File: config.mk
export PLATFORM = sky130hd
export DESIGN_NAME = l2_req_arbiter
export DESIGN_NICKNAME = d
export VERILOG_FILES = /design/src/rtl/l2_req_arbiter_pkg.sv /design/src/rtl/l2_req_arbiter_rr_arb2.sv /design/src/rtl/l2_req_arbiter.sv
export SDC_FILE = /design/constraint.sdc
export NUM_CORES = 1
export LEC_CHECK = 0
export ABC_AREA = 1
export CAP_MARGIN = 20
export CORE_AREA = 2 2 286 288
export CTS_CLUSTER_SIZE = 20
export DETAILED_ROUTE_END_ITERATION = 10
export DIE_AREA = 0 0 288 290
export HOLD_SLACK_MARGIN = 0.1
export PLACE_DENSITY = 0.44
export SETUP_SLACK_MARGIN = 0.02
export SLEW_MARGIN = 0
export SYNTH_ARGS = -nofsm -noshare
export SYNTH_HDL_FRONTEND = slang
export SYNTH_SLANG_ARGS = --single-unit
File: constraint.sdc
create_clock -name clk -period 1.8 [get_ports clk]
set_input_delay 0.18 -clock clk [delete_from_list [all_inputs] [get_ports clk]]
set_output_delay 0.18 -clock clk [all_outputs]
set_load 0.005 [all_outputs]
File: src/rtl/l2_req_arbiter_pkg.sv
// Shared widths, client indices and FSM state encoding for the L2 request front end.
package l2_req_arbiter_pkg;

  localparam int unsigned L2_ADDR_W = 28;
  localparam int unsigned L2_DATA_W = 128;

  // Client slots in the request/grant vectors
  localparam int unsigned CLI_I = 0;
  localparam int unsigned CLI_D = 1;

  typedef enum logic [1:0] {
    ST_IDLE   = 2'd0,
    ST_BUSY_I = 2'd1,
    ST_BUSY_D = 2'd2,
    ST_RESP   = 2'd3
  } state_t;

endpackage

File: src/rtl/l2_req_arbiter_rr_arb2.sv
// Two-way round-robin picker; the pointer only moves when both clients contend.
module l2_req_arbiter_rr_arb2 (
  input  logic       clk,
  input  logic       rst,
  input  logic [1:0] req,
  input  logic       en,
  output logic [1:0] gnt
);

  // ptr = 0 favours req[0], ptr = 1 favours req[1]
  logic ptr;

  always_comb begin
    gnt = 2'b00;
    case (req)
      2'b01:   gnt = 2'b01;
      2'b10:   gnt = 2'b10;
      2'b11:   gnt = ptr ? 2'b10 : 2'b01;
      default: gnt = 2'b00;
    endcase
  end

  always_ff @(posedge clk) begin
    if (rst) begin
      ptr <= 1'b0;
    end else if (en && (req == 2'b11)) begin
      ptr <= ~ptr;
    end
  end

endmodule

File: src/rtl/l2_req_arbiter.sv
// Merges I-cache and D-cache block misses/write-backs onto a single L2 port,
// one outstanding transaction at a time, with registered completion pulses.
module l2_req_arbiter
  import l2_req_arbiter_pkg::*;
#(
  parameter int unsigned ADDR_W = L2_ADDR_W,
  parameter int unsigned DATA_W = L2_DATA_W
) (
  input  logic              clk,
  input  logic              proc_reset,
  input  logic              i_read,
  input  logic [ADDR_W-1:0] i_addr,
  output logic [DATA_W-1:0] i_rdata,
  output logic              i_ready,
  input  logic              d_read,
  input  logic              d_write,
  input  logic [ADDR_W-1:0] d_addr,
  input  logic [DATA_W-1:0] d_wdata,
  output logic [DATA_W-1:0] d_rdata,
  output logic              d_ready,
  output logic              l2_read,
  output logic              l2_write,
  output logic [ADDR_W-1:0] l2_addr,
  output logic [DATA_W-1:0] l2_wdata,
  input  logic [DATA_W-1:0] l2_rdata,
  input  logic              l2_ready
);

  state_t     state;
  logic [1:0] mask;
  logic [1:0] req;
  logic [1:0] gnt;
  logic       arb_en;

  // The client served last is still requesting during the first IDLE cycle
  assign req    = {d_read | d_write, i_read} & ~mask;
  assign arb_en = (state == ST_IDLE);

  l2_req_arbiter_rr_arb2 u_rr_arb2 (
    .clk (clk),
    .rst (proc_reset),
    .req (req),
    .en  (arb_en),
    .gnt (gnt)
  );

  always_ff @(posedge clk) begin
    if (proc_reset) begin
      state    <= ST_IDLE;
      mask     <= 2'b00;
      i_ready  <= 1'b0;
      d_ready  <= 1'b0;
      l2_read  <= 1'b0;
      l2_write <= 1'b0;
      l2_addr  <= '0;
      l2_wdata <= '0;
      i_rdata  <= '0;
      d_rdata  <= '0;
    end else begin
      i_ready <= 1'b0;
      d_ready <= 1'b0;
      unique case (state)
        ST_IDLE: begin
          mask <= 2'b00;
          if (gnt[CLI_I]) begin
            state    <= ST_BUSY_I;
            l2_read  <= 1'b1;
            l2_write <= 1'b0;
            l2_addr  <= i_addr;
          end else if (gnt[CLI_D]) begin
            // A write-back takes precedence over a read raised alongside it
            state    <= ST_BUSY_D;
            l2_read  <= ~d_write;
            l2_write <= d_write;
            l2_addr  <= d_addr;
            l2_wdata <= d_wdata;
          end
        end
        ST_BUSY_I: begin
          if (l2_ready) begin
            state    <= ST_RESP;
            i_rdata  <= l2_rdata;
            i_ready  <= 1'b1;
            l2_read  <= 1'b0;
            l2_write <= 1'b0;
            mask     <= 2'b01;
          end
        end
        ST_BUSY_D: begin
          if (l2_ready) begin
            state    <= ST_RESP;
            d_rdata  <= l2_rdata;
            d_ready  <= 1'b1;
            l2_read  <= 1'b0;
            l2_write <= 1'b0;
            mask     <= 2'b10;
          end
        end
        ST_RESP: begin
          state <= ST_IDLE;
        end
      endcase
    end
  end

endmodule
# After elaboration in Yosys (flattened, before gate mapping)
# Cells that the tools add are included.
[word_totals] register_bits=421 inputBits=318 out_inout_bits=416
[classes] n_eq_ne=10 mux=19 bitwise_logic=8 n_reduce_logical=15
[ops] operator="$mux W28" count=2
[ops] operator="$pmux W2 S3" count=3
[ops] operator="$mux W2" count=6
[ops] operator="$reduce_and A3 Y1" count=3
[ops] operator="$eq A2 B2 Y1 const B" count=4
[ops] operator="$reduce_and A2 Y1" count=4
[ops] operator="$mux W1" count=6
[ops] operator="$reduce_or A2 Y1" count=3
[ops] operator="$not A1 Y1" count=5
[ops] operator="$eq A2 B1 Y1 const B" count=2
[ops] operator="$ne A2 B2 Y1 const B" count=2
[ops] operator="$pmux W1 S2" count=2
[ops] operator="$reduce_bool A2 Y1" count=2
[ops] operator="$ne A3 B3 Y1 const B" count=1
[ops] operator="$reduce_bool A3 Y1" count=1
[ops] operator="$and A2 B2 Y2" count=1
[ops] operator="$logic_not A2 Y1" count=1
[ops] operator="$ne A2 B1 Y1 const B" count=1
[ops] operator="$not A2 Y2" count=1
[ops] operator="$logic_and A1 B1 Y1" count=1
[ops] operator="$or A1 B1 Y1" count=1

# Longest topological paths before layout
[logic_depth] depth_word=7 depth_mapped=10 ltp_nobuf=8

# Cells and area by module
# A second synthesis with hierarchy kept.
[unflattened] hier_cells=1953 area_unflattened_um2=15006.9
[by_module_without_submodules] module="l2_req_arbiter" n_inst=1 cells_each=1943 area_per_inst_um2=14944.3
[by_module_without_submodules] module="l2_req_arbiter_rr_arb2" n_inst=1 cells_each=10 area_per_inst_um2=62.6

# Least setup slack after synthesis
# No wires, ideal clock.
[synth_path] path_kind="flip-flop to flip-flop" start="reg state[0]" end="reg d_rdata[100]" setup_time_ns=0.064 arrival_time_ns=1.377 t_required_ns=1.736 setup_slack_ns=0.358 stages_incl_launch_ff=8 synth_period_minus_slack_ns=1.442 path_cell_list="dfxtp_1 > inv_1 > ha_1 > nand2_1 > clkbuf_1 > clkbuf_1 > o21ai_0 > nor2_1"
[synth_via] elab_chain_len=2
[synth_rtl] item="start: declaration" line_no="l2_req_arbiter.sv:29" text="state_t state;"
[synth_rtl] item="start signal: assignment" line_no="l2_req_arbiter.sv:49" text="state <= ST_IDLE;"
[synth_rtl] item="start signal: assignment" line_no="l2_req_arbiter.sv:66" text="state <= ST_BUSY_I;"
[synth_rtl] item="start signal: assignment" line_no="l2_req_arbiter.sv:72" text="state <= ST_BUSY_D;"
[synth_rtl] item="$eq A2 B2 Y1" line_no="l2_req_arbiter.sv:62" text="unique case (state)"
[synth_rtl] item="$reduce_and A2 Y1 (no line)"
[synth_rtl] item="end signal: assignment" line_no="l2_req_arbiter.sv:92" text="d_rdata <= l2_rdata;"
[synth_rtl] item="end: declaration" line_no="l2_req_arbiter.sv:19" text="output logic [DATA_W-1:0] d_rdata,"
# Every way passes these cells.
# A chain may end at the register's enable or synchronous reset.

# Worst setup path in the final report
[layout_path] start="reg i_rdata[125]" end="out i_rdata[125]"
[layout_rtl] item="start: declaration" line_no="l2_req_arbiter.sv:13" text="output logic [DATA_W-1:0] i_rdata,"
[layout_rtl] item="start signal: assignment" line_no="l2_req_arbiter.sv:82" text="i_rdata <= l2_rdata;"
# No word-level cell between the ends.

==> flow_summary.json <==
{
  "post-route-min-period_ns": 1.693,
  "clk_path_buf_depth": 3,
  "synthTopCellsByArea": "dfxtp_1 56%, nor2_1 21%, o21ai_0 12%, nand3_1 2.1%, clkbuf_1 2.0%",
  "skew_ns": 0.01225,
  "h-tree-depth": 2,
  "arrival_ns": 1.51,
  "ys_seq_area_frac": 0.5574,
  "critPathBufInv": 1,
  "ant_nets": 0,
  "synth_cell_type_count": 25,
  "outcome": "complete, no violations",
  "cts-root-buf": "clkbuf_16",
  "final-setup-viol-count": 0,
  "gp_congestion": 0.8767,
  "grt_max_degree": 62,
  "vias_per_cell": 4.123,
  "vias": 15737,
  "grt_pass1_wl_um": 99840,
  "wl_met2_um": 33950,
  "crit_chain": "clkdlybuf4s50_1",
  "routed_wl_um": 68830,
  "drc_errors": 0,
  "mostFrequentLayoutCells": "834 x nor2_1, 717 x clkdlybuf4s50_1, 410 x dfxtp_1",
  "drive_gt1_frac": 0.07200,
  "power.total_w": 0.03684,
  "detail_route.wl_per_cell_um": 18.03,
  "core_um2": 80160,
  "grt.total_usage": 0.1574,
  "tritoncts": "yes",
  "startpoint_type": "flip-flop",
  "boundaryPins": 734,
  "synth_cells": 1981,
  "holdWs_ns": 0.2118,
  "pwr-share-seq": 0.355,
  "switching_share": 0.3211,
  "yosys_warnings": 0,
  "io_buffers": 733,
  "layout_commonest_cell": "nor2_1",
  "drv_cap": 0,
  "cp-end-kind": "output port",
  "syn_nets": 2303,
  "max_stage_delay_ns": 0.55,
  "synth_top_area_share": 0.5574,
  "drt-initial-drc-count": 680,
  "area_growth_pct": 71.52,
  "worst_slew_pin_slew_ns": 0.4213,
  "hold_path_class": "in2reg",
  "path_class": "reg2out",
  "die_h_um": 290,
  "slew_headroom": 0.7162,
  "fmax_mhz": 590.6,
  "ys_ff_latch": 421,
  "firstDrtPassIters": 7,
  "vdd_drop_max_mv": 0.6584,
  "critPathSlowestCell": "clkdlybuf4s50_1",
  "slew_violations": 0,
  "dpl.hpwl_um": 52600,
  "synth_area_um2": 15120,
  "synth_area_per_cell_um2": 7.632,
  "cp_max_fo": 2,
  "worstPathRequired_ns": 1.62,
  "nets": 3031,
  "antenna_found_initial": 10,
  "postCtsSetupBuffers": 0,
  "rsz0062_at_grt": "false",
  "cts_buffers": 49,
  "cts.sinks": 421,
  "leakagePower_nw": 10.01,
  "grt-ovfl-total": 0,
  "synth_top_area_cell": "dfxtp_1",
  "powerDensity_nw_per_um2": 1421,
  "die_x_um": 288,
  "top_layer": "met5",
  "grt_pass1_vias": 15481,
  "wl_met1_um": 25930,
  "p_comb_frac": 0.363,
  "pwr-share-clk": 0.282,
  "netSwitchingPower_w": 0.01183,
  "start_util": 0.1886,
  "cpLargestDelayFamily": "buffers and inverters",
  "clock_latency_ns": 0.58,
  "fin_crit_sh": 0.9406,
  "wl_met3_um": 6625,
  "clk_pin_slew_ns": 0.06,
  "die_area_um2": 83520,
  "p_int_w": 0.02501,
  "rows": 104,
  "hold_viol": 0
}
synth_stat cells, drive strengths merged:
cell / instances
inv: 44
nor3: 2
or2: 1
clkbuf: 84
ha: 4
nand3: 62
buf: 61
a31oi: 1
nand2: 74
nor2: 834
a21oi: 6
o21ai: 385
o211ai: 1
dfxtp: 421
clkinv: 1
worst paths after layout:
kind | startpoint | endpoint | slack (ns) | depth (start not counted)
hold reg to reg | d_rdata[8] | d_rdata[8] | 0.48 | 2
hold / removal | d_wdata[112] | l2_wdata[112] | 0.21 | 3
setup reg to reg | state[0] | d_rdata[58] | 0.15 | 7
setup / recovery | i_rdata[125] | i_rdata[125] | 0.11 | 1
sequential cells by signal, summed over array words and instances, names as in the netlist:
register and flops:
state 2, u_rr_arb2.ptr 1, l2_write 1, i_ready 1
d_rdata 128, l2_addr 28, mask 2, d_ready 1
l2_read 1, l2_wdata 128, i_rdata 128
timing repair:
action                     CTS  global route
gates resized for setup     25             5
hold buffers                 0             0
setup endpoints to repair   24             9
metal layers:
layer | vias to the layer above | global-route usage
met5 | - | 0
met4 | 8 | 0.05813
met3 | 107 | 0.06101
met2 | 576 | 0.2766
met1 | 7281 | 0.1696
li1 | 7765 | -
final cells by class:
cell class | instances | area (um2)
diodes | 7 | 17.52
clock buffers | 70 | 1446
clock inverters | 22 | 255.2
fillers | 8540 | 54220
inverters | 45 | 183.9
multi-input cells | 1370 | 5804
flip-flops and latches | 421 | 8444
well taps | 1060 | 1326
repair buffers | 822 | 8456
power groups by stage:
stage / logic, W / registers, W / clock network, W
6_report: 0.0134 / 0.0131 / 0.0104
5_1_grt: 0.0148 / 0.0134 / 0.0112
4_1_cts: 0.0136 / 0.0131 / 0.0108
3_5_place_dp: 0.0136 / 0.0133 / 0
3_3_place_gp: 0.0136 / 0.0132 / 0
2_1_floorplan: 0.00534 / 0.0132 / 0
through the flow:
step           TNS [ns]  instances  area (um2)    util  setup slack, ns
2_1_floorplan         0       1981       15120       -           0.3580
3_3_place_gp    -0.9353       3718       24210  0.3020         -0.08353
3_5_place_dp     -3.041       3718       24210  0.3020          -0.1165
4_1_cts               0       3810       25910  0.3232          0.02023
5_1_grt               0       3815       25930  0.3235          0.02239
6_report              0       3817       25930  0.3235           0.1069
cells by family after synthesis:
kind of cell | after synthesis | synth area share
AO/OA/AOI/OAI | 393 | 0.1312
adder cells (fa/ha/maj) | 4 | 0.003310
buffers and inverters | 190 | 0.06091
flip-flops | 421 | 0.5574
AND/OR/NAND/NOR | 973 | 0.2472
(Power assumes the default switching activity.)
==> patch, RTL diff (same flow settings) <==
The package constant `L2_ADDR_W` goes from 28 to 56.
--- a/src/rtl/l2_req_arbiter_pkg.sv
+++ b/src/rtl/l2_req_arbiter_pkg.sv
@@ -1,7 +1,7 @@
 // Shared widths, client indices and FSM state encoding for the L2 request front end.
 package l2_req_arbiter_pkg;
 
-  localparam int unsigned L2_ADDR_W = 28;
+  localparam int unsigned L2_ADDR_W = 56;
   localparam int unsigned L2_DATA_W = 128;
 
   // Client slots in the request/grant vectors
Interface: changed (resized d_addr, i_addr and l2_addr); port bits go from 734 to 818. No check against the original RTL was run, so the function may have changed too.
==> patch against the original RTL <==
  * Final area increased by 9.1%
  * Synthesized area is 8.9% higher
  * Hold slack worse by 20 ps
  * Routed wire length up 12%
  * Register-to-register slack worse by 20 ps
  * Power grew 11%
  * Sequential power increased by 7%
  * Maximum frequency fell by 1.2%
  * Sequential cell count grew 28
  * Setup slack worse by 20 ps
  * Largest cell class unchanged
==> patch: results (changes against the original RTL) <==
Clock tree synthesis selected as its root buffer the cell clkbuf_16. By area the synthesized netlist is led by dfxtp_1 55%, nor2_1 20%, o21ai_0 12%, nand3_1 3.6%, nand2_1 2.9%. For the half-perimeter wire length after detailed placement, the log shows 57.8 mm (+9.8%). The instance count of the mapped netlist is 2223 (+12%), and the violation count after the first detailed-route iteration is 785 (+15%). The count of placed standard cells in the final layout, fillers left out was 4132 (+8.3%); the highest cell delay on the worst timing path was 580 ps (+30 ps). The global-route wire length before repair is 111 mm (+11%), and the all-layer global routing usage is 17.4% (+1.6 points). Sorting the synthesized cells by how often they occur yields 890 x nor2_1, 449 x dfxtp_1, 380 x o21ai_0.

The logs give 600 ps (+20 ps) for the insertion delay of the later-clocked pin in the worst-skew pair and 8461 (-0.93%) for the fill cell total of the finished layout. Number of clock buffers inserted by TritonCTS: 55 (+12%). The flow ran to the end, and the final reports show no timing, DRC or antenna violations.

The run gives 13 (+3) as the initial antenna violation count. The relative slew slack came out at 47.5% (-24 points). The count of cell types in the netlist came out at 23 (-8.0%). The largest net degree at the start of global routing is 69 (+11%). The post-synthesis compound-gate area fraction is 12.0% (-1.1 points), and the sequential area share after synthesis is 54.6% (-1.1 points). Global placement routability congestion: 0.851 (-2.9%). Fraction of layout cells with a size suffix above 1: 6.43% (-0.77 points). The per-cell routed wire length was 18.6 um (+3.2%); the post-synthesis adder-cell area fraction was 0.304% (-0.027 points). The cell total after placement is 4019 (+8.1%), and the maximum vdd drop is 0.649 mV (-1.5%). The data arrival time at the worst-slack endpoint is 1530 ps (+20 ps), and the largest clock skew in the final design is 16.9 ps (+4.65 ps). The run gives 3401 (+12%) as the net count reported at finish.
patch: where the power goes:
group          leakage, nW  internal (mW)  switching (mW)  total (mW)
sequential            3.68           12.6            1.42        14.0
combinational         6.58           8.12            7.38        15.5
clock                0.905           6.80            4.45        11.3
patch: cells by family (layout without fill, tap and decap cells):
family	Yosys count	count (layout)
simple gates	1141	1141
flops	449	449
compound gates	393	393
buf+inv	236	1075
fa+ha+maj	4	4
other cells	0	10
patch: layout make-up:
type                            instances  area share (%)
Multi-Input combinational cell       1538            23.0
Sequential cell                       449            31.8
Inverter                               73            1.02
Timing Repair Buffer                  906            32.9
Tap cell                             1060            4.69
Antenna cell                           10          0.0885
Clock buffer                           79            5.75
Clock inverter                         17           0.748
patch: final timing paths:
kind	start	slack, ps	end	cells after the start
worst max-delay path	d_rdata[26]	90	d_rdata[26]	1
worst min-delay path	d_wdata[112]	190	l2_wdata[112]	3
worst max register to register	state[0]	130	l2_addr[49]	9
worst min register to register	d_rdata[69]	480	d_rdata[69]	2
patch: per-layer routing:
layer  GRT usage (%)  vias up  routed length (um)
met5               0        -                  23
li1                -     8665                   -
met4            6.61        4                2430
met2            31.8      562               39400
met3            5.35      121                6310
met1            18.4     7916               28700
patch: through the flow:
stage	hold WS, ps	setup WS, ps	utilization, %
2_1_floorplan	328	305	-
3_3_place_gp	463	-111	32.8
3_5_place_dp	470	-110	32.8
4_1_cts	142	23.6	35.1
5_1_grt	170	14.3	35.3
6_report	192	86.5	35.3
patch: repair_timing:
action,4_1_cts,5_1_grt
cloned,0,2
pin swaps,0,1
hold buffers,1,0
hold endpoints to repair,25,0
buffers inserted,0,4
gates resized for setup,9,6
setup endpoints to repair,9,79
